### src/rtl/fir_tx_sequencer_if.sv
// rtl/fir_tx_sequencer_if.sv - symbol handshake between upstream requester and TX sequencer
interface fir_tx_sequencer_if;
  logic i_sym_valid;
  logic i_sym;
  logic o_sym_ready;

  modport master (
    output i_sym_valid,
    output i_sym,
    input  o_sym_ready
  );

  modport slave (
    input  i_sym_valid,
    input  i_sym,
    output o_sym_ready
  );
endinterface

### src/rtl/fir_tx_sequencer.sv
// rtl/fir_tx_sequencer.sv - symbol FIFO and phase-aligned sequencer for the TX polyphase FIR
module fir_tx_sequencer #(
  parameter int OS         = 4,
  parameter int NB_PHASE   = 2,
  parameter int FIFO_DEPTH = 8,
  parameter int NB_PTR     = 3,
  parameter int N_TAPS     = 6,
  parameter int NB_DRAIN   = 5
) (
  input  logic                clock,
  input  logic                i_reset,
  input  logic                i_start,
  input  logic                i_stop,
  fir_tx_sequencer_if.slave   sym,
  output logic                o_fir_data,
  output logic                o_fir_enable,
  output logic                o_fir_valid,
  output logic                o_fir_reset,
  output logic [NB_PHASE-1:0] o_phase,
  output logic                o_busy,
  output logic [NB_PTR:0]     o_fifo_level,
  output logic                o_underrun
);

  localparam logic [NB_PHASE-1:0] PHASE_LAST = NB_PHASE'(OS - 1);
  localparam logic [NB_DRAIN-1:0] DRAIN_LAST = NB_DRAIN'(OS * (N_TAPS - 1) - 1);
  localparam logic [NB_PTR:0]     LEVEL_FULL = (NB_PTR + 1)'(FIFO_DEPTH);

  typedef enum logic [1:0] {
    ST_IDLE  = 2'd0,
    ST_RUN   = 2'd1,
    ST_DRAIN = 2'd2
  } state_t;

  state_t              state, state_next;
  logic [NB_PHASE-1:0] phase, phase_next;
  logic [NB_DRAIN-1:0] drain_cnt, drain_cnt_next;
  logic                fir_data_next;
  logic                stop_req, stop_req_next;
  logic                underrun_next;

  logic [NB_PTR-1:0]   wr_ptr, rd_ptr;
  logic [NB_PTR:0]     level;
  logic                mem [FIFO_DEPTH];

  logic                push, pop;
  logic                fifo_empty, at_boundary, start_ok;

  assign fifo_empty      = (level == '0);
  assign sym.o_sym_ready = (level != LEVEL_FULL);
  assign push            = sym.i_sym_valid && sym.o_sym_ready;
  // The last phase of a symbol is where the next symbol is chosen.
  assign at_boundary     = (phase == PHASE_LAST);
  assign start_ok        = i_start && !fifo_empty && !i_stop;

  assign o_phase      = phase;
  assign o_busy       = (state != ST_IDLE);
  assign o_fifo_level = level;

  // Next-state, pop decision and filter control strobes.
  always_comb begin
    state_next     = state;
    phase_next     = phase;
    drain_cnt_next = drain_cnt;
    fir_data_next  = o_fir_data;
    stop_req_next  = stop_req;
    underrun_next  = o_underrun;
    pop            = 1'b0;
    o_fir_enable   = 1'b0;
    o_fir_valid    = 1'b0;
    o_fir_reset    = 1'b0;

    case (state)
      ST_IDLE: begin
        phase_next     = '0;
        drain_cnt_next = '0;
        if (start_ok) begin
          // Reset the filter now so its phase selector reads 0 in the first RUN cycle.
          o_fir_reset   = 1'b1;
          pop           = 1'b1;
          fir_data_next = mem[rd_ptr];
          stop_req_next = 1'b0;
          state_next    = ST_RUN;
        end
      end

      ST_RUN: begin
        o_fir_enable = 1'b1;
        o_fir_valid  = at_boundary;
        phase_next   = at_boundary ? '0 : phase + 1'b1;
        if (i_stop) begin
          stop_req_next = 1'b1;
        end
        if (at_boundary) begin
          if (stop_req || i_stop) begin
            // Stop wins over a queued symbol; the FIFO keeps what it holds.
            state_next     = ST_DRAIN;
            fir_data_next  = 1'b0;
            drain_cnt_next = '0;
          end else if (!fifo_empty) begin
            pop           = 1'b1;
            fir_data_next = mem[rd_ptr];
          end else begin
            // Starved: a push landing this same cycle is too late to be used.
            underrun_next  = 1'b1;
            state_next     = ST_DRAIN;
            fir_data_next  = 1'b0;
            drain_cnt_next = '0;
          end
        end
      end

      ST_DRAIN: begin
        o_fir_enable   = 1'b1;
        o_fir_valid    = at_boundary;
        fir_data_next  = 1'b0;
        phase_next     = at_boundary ? '0 : phase + 1'b1;
        drain_cnt_next = drain_cnt + 1'b1;
        if (drain_cnt == DRAIN_LAST) begin
          state_next     = ST_IDLE;
          phase_next     = '0;
          drain_cnt_next = '0;
          stop_req_next  = 1'b0;
        end
      end

      default: begin
        state_next = ST_IDLE;
      end
    endcase
  end

  // Sequencer state, phase counter, filter data bit and sticky underrun.
  always_ff @(posedge clock) begin
    if (i_reset) begin
      state      <= ST_IDLE;
      phase      <= '0;
      drain_cnt  <= '0;
      o_fir_data <= 1'b0;
      stop_req   <= 1'b0;
      o_underrun <= 1'b0;
    end else begin
      state      <= state_next;
      phase      <= phase_next;
      drain_cnt  <= drain_cnt_next;
      o_fir_data <= fir_data_next;
      stop_req   <= stop_req_next;
      o_underrun <= underrun_next;
    end
  end

  // FIFO pointers and occupancy; simultaneous push and pop leave the level unchanged.
  always_ff @(posedge clock) begin
    if (i_reset) begin
      wr_ptr <= '0;
      rd_ptr <= '0;
      level  <= '0;
    end else begin
      if (push) begin
        wr_ptr <= wr_ptr + 1'b1;
      end
      if (pop) begin
        rd_ptr <= rd_ptr + 1'b1;
      end
      case ({push, pop})
        2'b10:   level <= level + 1'b1;
        2'b01:   level <= level - 1'b1;
        default: level <= level;
      endcase
    end
  end

  // FIFO storage; contents need no reset because the pointers define validity.
  always_ff @(posedge clock) begin
    if (push) begin
      mem[wr_ptr] <= sym.i_sym;
    end
  end

endmodule
### src/flat_wrapper.sv
// flat-port wrapper written by rule: the top's interface ports become plain ports
module fir_tx_sequencer_flat 
#(
  parameter int OS         = 4,
  parameter int NB_PHASE   = 2,
  parameter int FIFO_DEPTH = 8,
  parameter int NB_PTR     = 3,
  parameter int N_TAPS     = 6,
  parameter int NB_DRAIN   = 5
)
  (clock, i_reset, i_start, i_stop, o_fir_data, o_fir_enable, o_fir_valid, o_fir_reset, o_phase, o_busy, o_fifo_level, o_underrun, sym_i_sym_valid, sym_i_sym, sym_o_sym_ready);
  fir_tx_sequencer_if sym_i ();
  input  logic clock;
  input  logic i_reset;
  input  logic i_start;
  input  logic i_stop;
  output logic o_fir_data;
  output logic o_fir_enable;
  output logic o_fir_valid;
  output logic o_fir_reset;
  output logic [NB_PHASE-1:0] o_phase;
  output logic o_busy;
  output logic [NB_PTR:0] o_fifo_level;
  output logic o_underrun;
  input wire logic [$bits(sym_i.i_sym_valid)-1:0] sym_i_sym_valid;
  input wire logic [$bits(sym_i.i_sym)-1:0] sym_i_sym;
  output wire logic [$bits(sym_i.o_sym_ready)-1:0] sym_o_sym_ready;
  assign sym_i.i_sym_valid = sym_i_sym_valid;
  assign sym_i.i_sym = sym_i_sym;
  assign sym_o_sym_ready = sym_i.o_sym_ready;
  fir_tx_sequencer #(.OS(OS), .NB_PHASE(NB_PHASE), .FIFO_DEPTH(FIFO_DEPTH), .NB_PTR(NB_PTR), .N_TAPS(N_TAPS), .NB_DRAIN(NB_DRAIN)) u_core (.clock(clock), .i_reset(i_reset), .i_start(i_start), .i_stop(i_stop), .sym(sym_i), .o_fir_data(o_fir_data), .o_fir_enable(o_fir_enable), .o_fir_valid(o_fir_valid), .o_fir_reset(o_fir_reset), .o_phase(o_phase), .o_busy(o_busy), .o_fifo_level(o_fifo_level), .o_underrun(o_underrun));
endmodule
### config.mk
export PLATFORM = sky130hd
export DESIGN_NAME = fir_tx_sequencer_flat
export DESIGN_NICKNAME = d
export VERILOG_FILES = /design/src/rtl/fir_tx_sequencer_if.sv /design/src/rtl/fir_tx_sequencer.sv /design/src/flat_wrapper.sv
export SDC_FILE = /design/constraint.sdc
export NUM_CORES = 1
export LEC_CHECK = 0
export CAP_MARGIN = 20
export CORE_MARGIN = 3
export CORE_UTILIZATION = 45
export CTS_BUF_LIST = sky130_fd_sc_hd__clkbuf_4 sky130_fd_sc_hd__clkbuf_8
export CTS_CLUSTER_DIAMETER = 40
export DETAILED_ROUTE_END_ITERATION = 12
export HOLD_SLACK_MARGIN = 0.12
export PLACE_DENSITY = 0.66
export REMOVE_ABC_BUFFERS = 1
export SLEW_MARGIN = 20
export SYNTH_ARGS = -nofsm -noshare
export SYNTH_HDL_FRONTEND = slang
export SYNTH_SLANG_ARGS = --single-unit
### constraint.sdc
create_clock -name clock -period 4.5 [get_ports clock]
set_clock_uncertainty 0.05 [all_clocks]
set_input_delay 0.9 -clock clock [delete_from_list [all_inputs] [get_ports clock]]
set_output_delay 0.9 -clock clock [all_outputs]
set_load 0.02 [all_outputs]
==> flow_summary.yaml, run 1 <==
status:
  status: "finished clean"
grt:
  grt_pass1_wl_mm: 5.45
  top_usage_layer: "met2"
  first_global_vias: 1257
  grt_max_degree: 26
  grt_overflow: 0
  groute.usage.overall: 0.160
  use_met3: 0.0558
  met1_usage: 0.192
  antenna_found_initial: 0
  met2_usage: 0.262
clock_tree:
  cts_tree: "built"
  cts_resized: 0
  h-tree-depth: 2
  clockBufferDepth: 2
  cts_setup_buffers: 0
  ctsHoldBuffers: 0
  cts.clk_slew.worst_paths_ps: 70
  insertion_delay_ps: 290
  root_buffer: "clkbuf_8"
  clock_sinks: 33
  cts_buffers: 5
final_layout:
  fill_cells: 318
  finalNetCount: 210
  area_growth_pct: 17.8
  fin_area_sq_um: 2040
  final_layout_size_suffix_gt1_frac: 0.103
  n_antenna_cell: 0
sta:
  setup_slack_ps: 1220
  slew_headroom: 0.408
  setup_tns_ps: 0
  worst_pin_slew_ps: 884
  report.final.slew_viol_count: 0
  final_hold_viol_count: 0
  whs_ps: 428
  post-route-period-util: 0.730
  min_period_ps: 3280
  max_clock_freq_mhz: 304
  setup_viol: 0
  grt_setup_unrepaired: "false"
worst_setup_path:
  r2r_start: "u_core.state[1]$_SDFFE_PP0P_"
  critPathSlowestCell: "clkdlybuf4s50_1"
  critPathBufInv: 2
  start_kind: "input pin"
  arrival_ps: 2330
  cp_max_fo: 4
  ff2ff_setup_slack_ps: 1680
  cp_common_cell: "clkdlybuf4s50_1"
  critical_path_class: "input pin to output pin"
  path_cells: "clkdlybuf4s50_1 > nand3b_1 > nor2_1 > clkdlybuf4s50_1"
  crit_family: "buffers and inverters"
  cpPeakStageDelay_ps: 620
  r2r_cells: 11
  worstPathRequired_ps: 3550
  endpoint_kind: "output pin"
  worstReg2RegEnd: "u_core.o_fifo_level[2]$_SDFFE_PP0P_"
floorplan:
  core_sq_um: 3520
  start_util: 0.491
  die_w_um: 68.0
  dieArea_sq_um: 4620
  ios: 19
  die_h_um: 68.0
  rows: 21
routing:
  drcViolationCount: 0
  wl_mm: 3.19
  first_pass_iters: 4
  drt_iter0_markers: 61
  route.vias.total: 1316
  viasPerCell: 5.48
  drtAntennaViolNets: 0
  wire_per_inst_um: 13.3
pwr:
  sw_frac_of_total: 0.367
  leakagePower_nw: 0.717
  p_int_w: 0.000600
  p_total_w: 0.000948
  p_per_area_nw_per_um2: 466
  power_switching_w: 0.000348
  p_clk_frac: 0.237
  p_comb_frac: 0.369
  p_seq_frac: 0.393
  peakVddDrop_uv: 311
synth:
  synth-main-ff-cell: "dfxtp_1"
  synthArstFlopShare: 0
  yosysMostFrequentCell: "dfxtp_1"
  synth_top_area_frac: 0.290
  synth.area.top_cells: "dfxtp_1 (29%), edfxtp_1 (14%), ha_1 (8.0%)"
  ys_top_cells_by_count: "dfxtp_1 (25), nor2_1 (20), a21oi_1 (13), ha_1 (11), inv_1 (9)"
  synth_warnings: 0
  synth_edf_count: 8
  syn_avg_cell_area_sq_um: 9.99
  seq_area_frac_synth: 0.429
  synth_cell_types: 45
  ys_ff_latch: 33
  synth_top_area_cell: "dfxtp_1"
  netlist_instances: 173
  netlist_area_sq_um: 1730
hold_path:
  hold_depth: 2
  hold_path_startpoint: "u_core.drain_cnt[1]$_SDFFE_PP0P_"
  hold_path_class: "flip-flop to flip-flop"
  min_to: "u_core.drain_cnt[1]$_SDFFE_PP0P_"
place:
  dpl.hpwl_mm: 2.33
  gp_congestion: 0.802
  place_area_sq_um: 1940
  dp_slack_ps: 993
  io_buffers: 18
flow_run:
  cap_violations: 0
## tightest hold or removal path: cells and delay by family (launching register included)
kind | cells | cell delay, ps
compound gates | 1 | 50
simple gates | 1 | 60
flops | 1 | 330
## state kept, by name, summed over array words and instances (netlist names), named ones only
register,flops
u_core.o_fifo_level,4
u_core.stop_req,1
u_core.drain_cnt,5
u_core.rd_ptr,3
u_core.wr_ptr,3
u_core.state,2
u_core.mem,8
u_core.o_underrun,1
u_core.o_phase,2
u_core.o_fir_data,1
## worst max-delay path by stage
stage | end | startpoint | depth (start not counted) | slack [ps]
6_report | o_fir_reset | i_stop | 4 | 1220
5_1_grt | u_core.o_fifo_level[2]$_SDFFE_PP0P_ | i_stop | 10 | 1090
4_1_cts | o_fir_reset | i_stop | 4 | 1200
3_5_place_dp | u_core.o_fifo_level[2]$_SDFFE_PP0P_ | i_stop | 10 | 990
3_3_place_gp | u_core.o_fifo_level[2]$_SDFFE_PP0P_ | i_stop | 10 | 1130
2_1_floorplan | u_core.o_fifo_level[2]$_SDFFE_PP0P_ | i_stop | 9 | 1720
## final cells by class
class	instances	area (sq um)	area share
repair buffers	18	180	0.0885
multi-input cells	126	932	0.458
well taps	46	57.6	0.0283
clock buffers	5	68.8	0.0338
clock inverters	3	22.5	0.0111
flip-flops and latches	33	741	0.364
inverters	9	33.8	0.0166
## metal layers
metal	wire length, um	up-vias
li1	-	663
met1	1420	617
met2	1600	30
met3	136	6
met4	36	0
met5	0	-
## stage by stage
stage               instances   util
finish                    240  0.578
global route              240  0.578
CTS                       240  0.578
detailed placement        232  0.552
global placement          232  0.552
floorplan                 168      -
## power by group through the flow
stage / Clock [W] / Combinational, W / Sequential [W]
2_1_floorplan: 0 / 0.000237 / 0.000386
3_3_place_gp: 0 / 0.000343 / 0.000379
3_5_place_dp: 0 / 0.000351 / 0.000379
4_1_cts: 0.000231 / 0.000353 / 0.000372
5_1_grt: 0.000241 / 0.000385 / 0.000377
6_report: 0.000225 / 0.000350 / 0.000373
## cells in the final DEF, fill, tap and decap left out, types with 4 or more instances in the layout
cell and instances:
dfxtp_1 25, nand4b_1 4, ha_1 11, edfxtp_1 8
nand2_1 7, mux2i_1 4, a21oi_1 13, inv_1 9
nand3_1 7, xor2_1 5, clkbuf_8 5, nor2_1 20
nand2b_1 6, nor3_1 6, clkdlybuf4s50_1 18
## cells by family after synthesis
family,Yosys count,share of synthesized area
compound gates,28,0.112
simple gates,73,0.257
mux,7,0.0558
flops,33,0.429
buf+inv,14,0.0319
fa+ha+maj,11,0.0797
xor+xnor,7,0.0355
Power figures use the tool's default switching activity.
==> inputs of run 2 (changes only) <==
--- a/config.mk
+++ b/config.mk
@@ -12,7 +12,7 @@
 export CTS_CLUSTER_DIAMETER = 40
 export DETAILED_ROUTE_END_ITERATION = 12
 export HOLD_SLACK_MARGIN = 0.12
-export PLACE_DENSITY = 0.66
+export PLACE_DENSITY = 0.69
 export REMOVE_ABC_BUFFERS = 1
 export SLEW_MARGIN = 20
 export SYNTH_ARGS = -nofsm -noshare
==> constraint.sdc (replaced) <==
create_clock -name clock -period 2.85 [get_ports clock]
set_clock_uncertainty 0.05 [all_clocks]
set_input_delay 0.57 -clock clock [delete_from_list [all_inputs] [get_ports clock]]
set_output_delay 0.57 -clock clock [all_outputs]
set_load 0.02 [all_outputs]
==> run 2 against run 1 <==
  * First-iteration DRC count is 44% higher
  * Wire length up 13%
  * Utilization up 2.8 points
  * Critical path type unchanged
==> flow_summary.yaml, run 2 (synthesis results as in run 1) <==
status:
  status: "finished clean"
final_layout:
  fin_util: 0.606
  final_layout_size_suffix_gt1_frac: 0.147
  final_common_cell: "dfxtp_1"
  largest_reg_flops: 8
  regMostFlops: "u_core.mem"
  most-common-layout-cells: "dfxtp_1 (25), nor2_1 (20), clkdlybuf4s50_1 (18), a21oi_1 (13), ha_1 (11)"
  finalNetCount: 220
  n_antenna_cell: 0
  area_growth_pct: 23.5
clock_tree:
  cts_resized: 0
  h-tree-depth: 2
  insertion_delay_ps: 290
  root_buffer: "clkbuf_8"
  cts_setup_buffers: 0
  cts_tree: "built"
  clockBufferDepth: 2
  cts_buffers: 5
  ctsHoldBuffers: 0
  clock_sinks: 33
  cts.clk_slew.worst_paths_ps: 70
grt:
  grt_max_degree: 21
  groute.usage.overall: 0.179
  grt_pass1_wl_mm: 6.15
  grt_overflow: 0
  antenna_found_initial: 0
  first_global_vias: 1430
worst_setup_path:
  crit_family: "buffers and inverters"
  critPathSlowestCell: "clkdlybuf4s50_1"
  cp.depth: 5
  cp_max_fo: 2
  endpoint_kind: "output pin"
  r2r_start: "u_core.o_fifo_level[0]$_SDFFE_PP0P_"
  worstPathRequired_ps: 2230
  path_cells: "clkdlybuf4s50_1 > nand3b_1 > buf_4 > nor2_1 > clkdlybuf4s50_1"
  arrival_ps: 2110
  cpPeakStageDelay_ps: 630
  ff2ff_setup_slack_ps: 230
  crit_start: "i_start"
  start_kind: "input pin"
  critical_path_class: "input pin to output pin"
  worstReg2RegEnd: "u_core.o_fifo_level[2]$_SDFFE_PP0P_"
  cp-endpoint: "o_fir_reset"
  critPathBufInv: 3
  cp_common_cell: "clkdlybuf4s50_1"
  r2r_cells: 9
pwr:
  p_seq_frac: 0.349
  peakVddDrop_uv: 432
  p_per_area_nw_per_um2: 766
  p_int_w: 0.00107
  p_comb_frac: 0.377
  p_clk_frac: 0.273
  p_total_w: 0.00163
  leakagePower_nw: 0.784
  sw_frac_of_total: 0.343
  power_switching_w: 0.000560
floorplan:
  ios: 19
  rows: 21
  die_w_um: 68.0
  dieArea_sq_um: 4620
  core_sq_um: 3520
  start_util: 0.491
  die_h_um: 68.0
sta:
  final_hold_viol_count: 0
  worst_pin_slew_ps: 710
  whs_ps: 437
  slew_headroom: 0.525
  max_clock_freq_mhz: 366
  setup_tns_ps: 0
  grt_setup_unrepaired: "false"
  min_period_ps: 2730
  report.final.slew_viol_count: 0
  setup_viol: 0
  post-route-period-util: 0.958
place:
  gp_congestion: 0.886
  dpl.hpwl_mm: 2.67
  io_buffers: 18
routing:
  route.vias.total: 1407
  first_pass_iters: 4
  wl_mm: 3.60
  drt_iter0_markers: 88
  drtAntennaViolNets: 0
  wire_per_inst_um: 14.4
  drcViolationCount: 0
  viasPerCell: 5.63
flow_run:
  cap_violations: 0
hold_path:
  hold_path_class: "flip-flop to flip-flop"
[run 2: cell types whose count changed in the layout (fill, tap and decap cells not counted)]
cell	before	now
clkinv_4	0	1
clkinvlp_4	3	1
bufinv_16	0	1
buf_4	0	10
[run 2: how the worst min path moves through the flow]
stage,to,from,slack (ps),depth (start not counted)
4_1_cts,u_core.o_underrun$_SDFFE_PP0P_,u_core.o_underrun$_SDFFE_PP0P_,430,2
2_1_floorplan,u_core.drain_cnt[1]$_SDFFE_PP0P_,u_core.drain_cnt[1]$_SDFFE_PP0P_,390,2
3_5_place_dp,u_core.o_underrun$_SDFFE_PP0P_,u_core.o_underrun$_SDFFE_PP0P_,420,2
5_1_grt,u_core.o_fir_data$_SDFFE_PP0P_,u_core.o_fir_data$_SDFFE_PP0P_,470,2
6_report,u_core.o_underrun$_SDFFE_PP0P_,u_core.o_underrun$_SDFFE_PP0P_,440,2
3_3_place_gp,u_core.o_underrun$_SDFFE_PP0P_,u_core.o_underrun$_SDFFE_PP0P_,400,2
[run 2: area by class of cell]
| cell class | instances | area [sq um] |
|---|---|---|
| flip-flops and latches | 33 | 741 |
| well taps | 46 | 57.6 |
| multi-input cells | 126 | 932 |
| clock inverters | 3 | 46.3 |
| repair buffers | 28 | 255 |
| clock buffers | 5 | 68.8 |
| inverters | 9 | 33.8 |
| fillers | 306 | 1390 |
[run 2: power by group through the flow]
stage,clock (W),combinational (W),sequential [W]
floorplan,0,0.000375,0.000610
global placement,0,0.000598,0.000578
detailed placement,0,0.000618,0.000581
CTS,0.000456,0.000621,0.000572
global route,0.000474,0.000677,0.000577
finish,0.000447,0.000617,0.000571
[run 2: layer usage]
metal  share of wire  wire length, um  up-vias  track usage
met5               0                0        -            0
met3           0.042              151        3       0.0575
met1            0.41             1470      691        0.194
met2            0.54             1950       29        0.324
li1                -                -      684            -
met4          0.0092               33        0       0.0645
[run 2: metrics by stage]
step	cells	instance area, sq um	setup slack [ps]
after global routing	250	2130	35.5
after detailed placement	242	2020	2.05
final	250	2130	120
after global placement	242	2020	60.9
after CTS	250	2130	126
after floorplan	168	1710	170
[run 2: worst register-to-register path, delay by kind of cell, from the launching register on]
family | cells | cell delay, ps
DFF | 1 | 410
xor gates and xnor gates | 2 | 320
AOI/OAI and AO/OA | 2 | 180
adders and majority gates | 2 | 390
and+or+nand+nor | 3 | 1200
==> inputs of run 3 (changes only) <==
--- a/config.mk
+++ b/config.mk
@@ -5,13 +5,13 @@
 export SDC_FILE = /design/constraint.sdc
 export NUM_CORES = 1
 export LEC_CHECK = 0
+export ABC_CLOCK_PERIOD_IN_PS = 2850
 export CAP_MARGIN = 20
 export CORE_MARGIN = 3
 export CORE_UTILIZATION = 45
 export CTS_BUF_LIST = sky130_fd_sc_hd__clkbuf_4 sky130_fd_sc_hd__clkbuf_8
 export CTS_CLUSTER_DIAMETER = 40
 export DETAILED_ROUTE_END_ITERATION = 12
-export HOLD_SLACK_MARGIN = 0.12
 export PLACE_DENSITY = 0.69
 export REMOVE_ABC_BUFFERS = 1
 export SLEW_MARGIN = 20
==> results of run 3 <==
Final layout, timing and power as in run 2 (identical DEF).
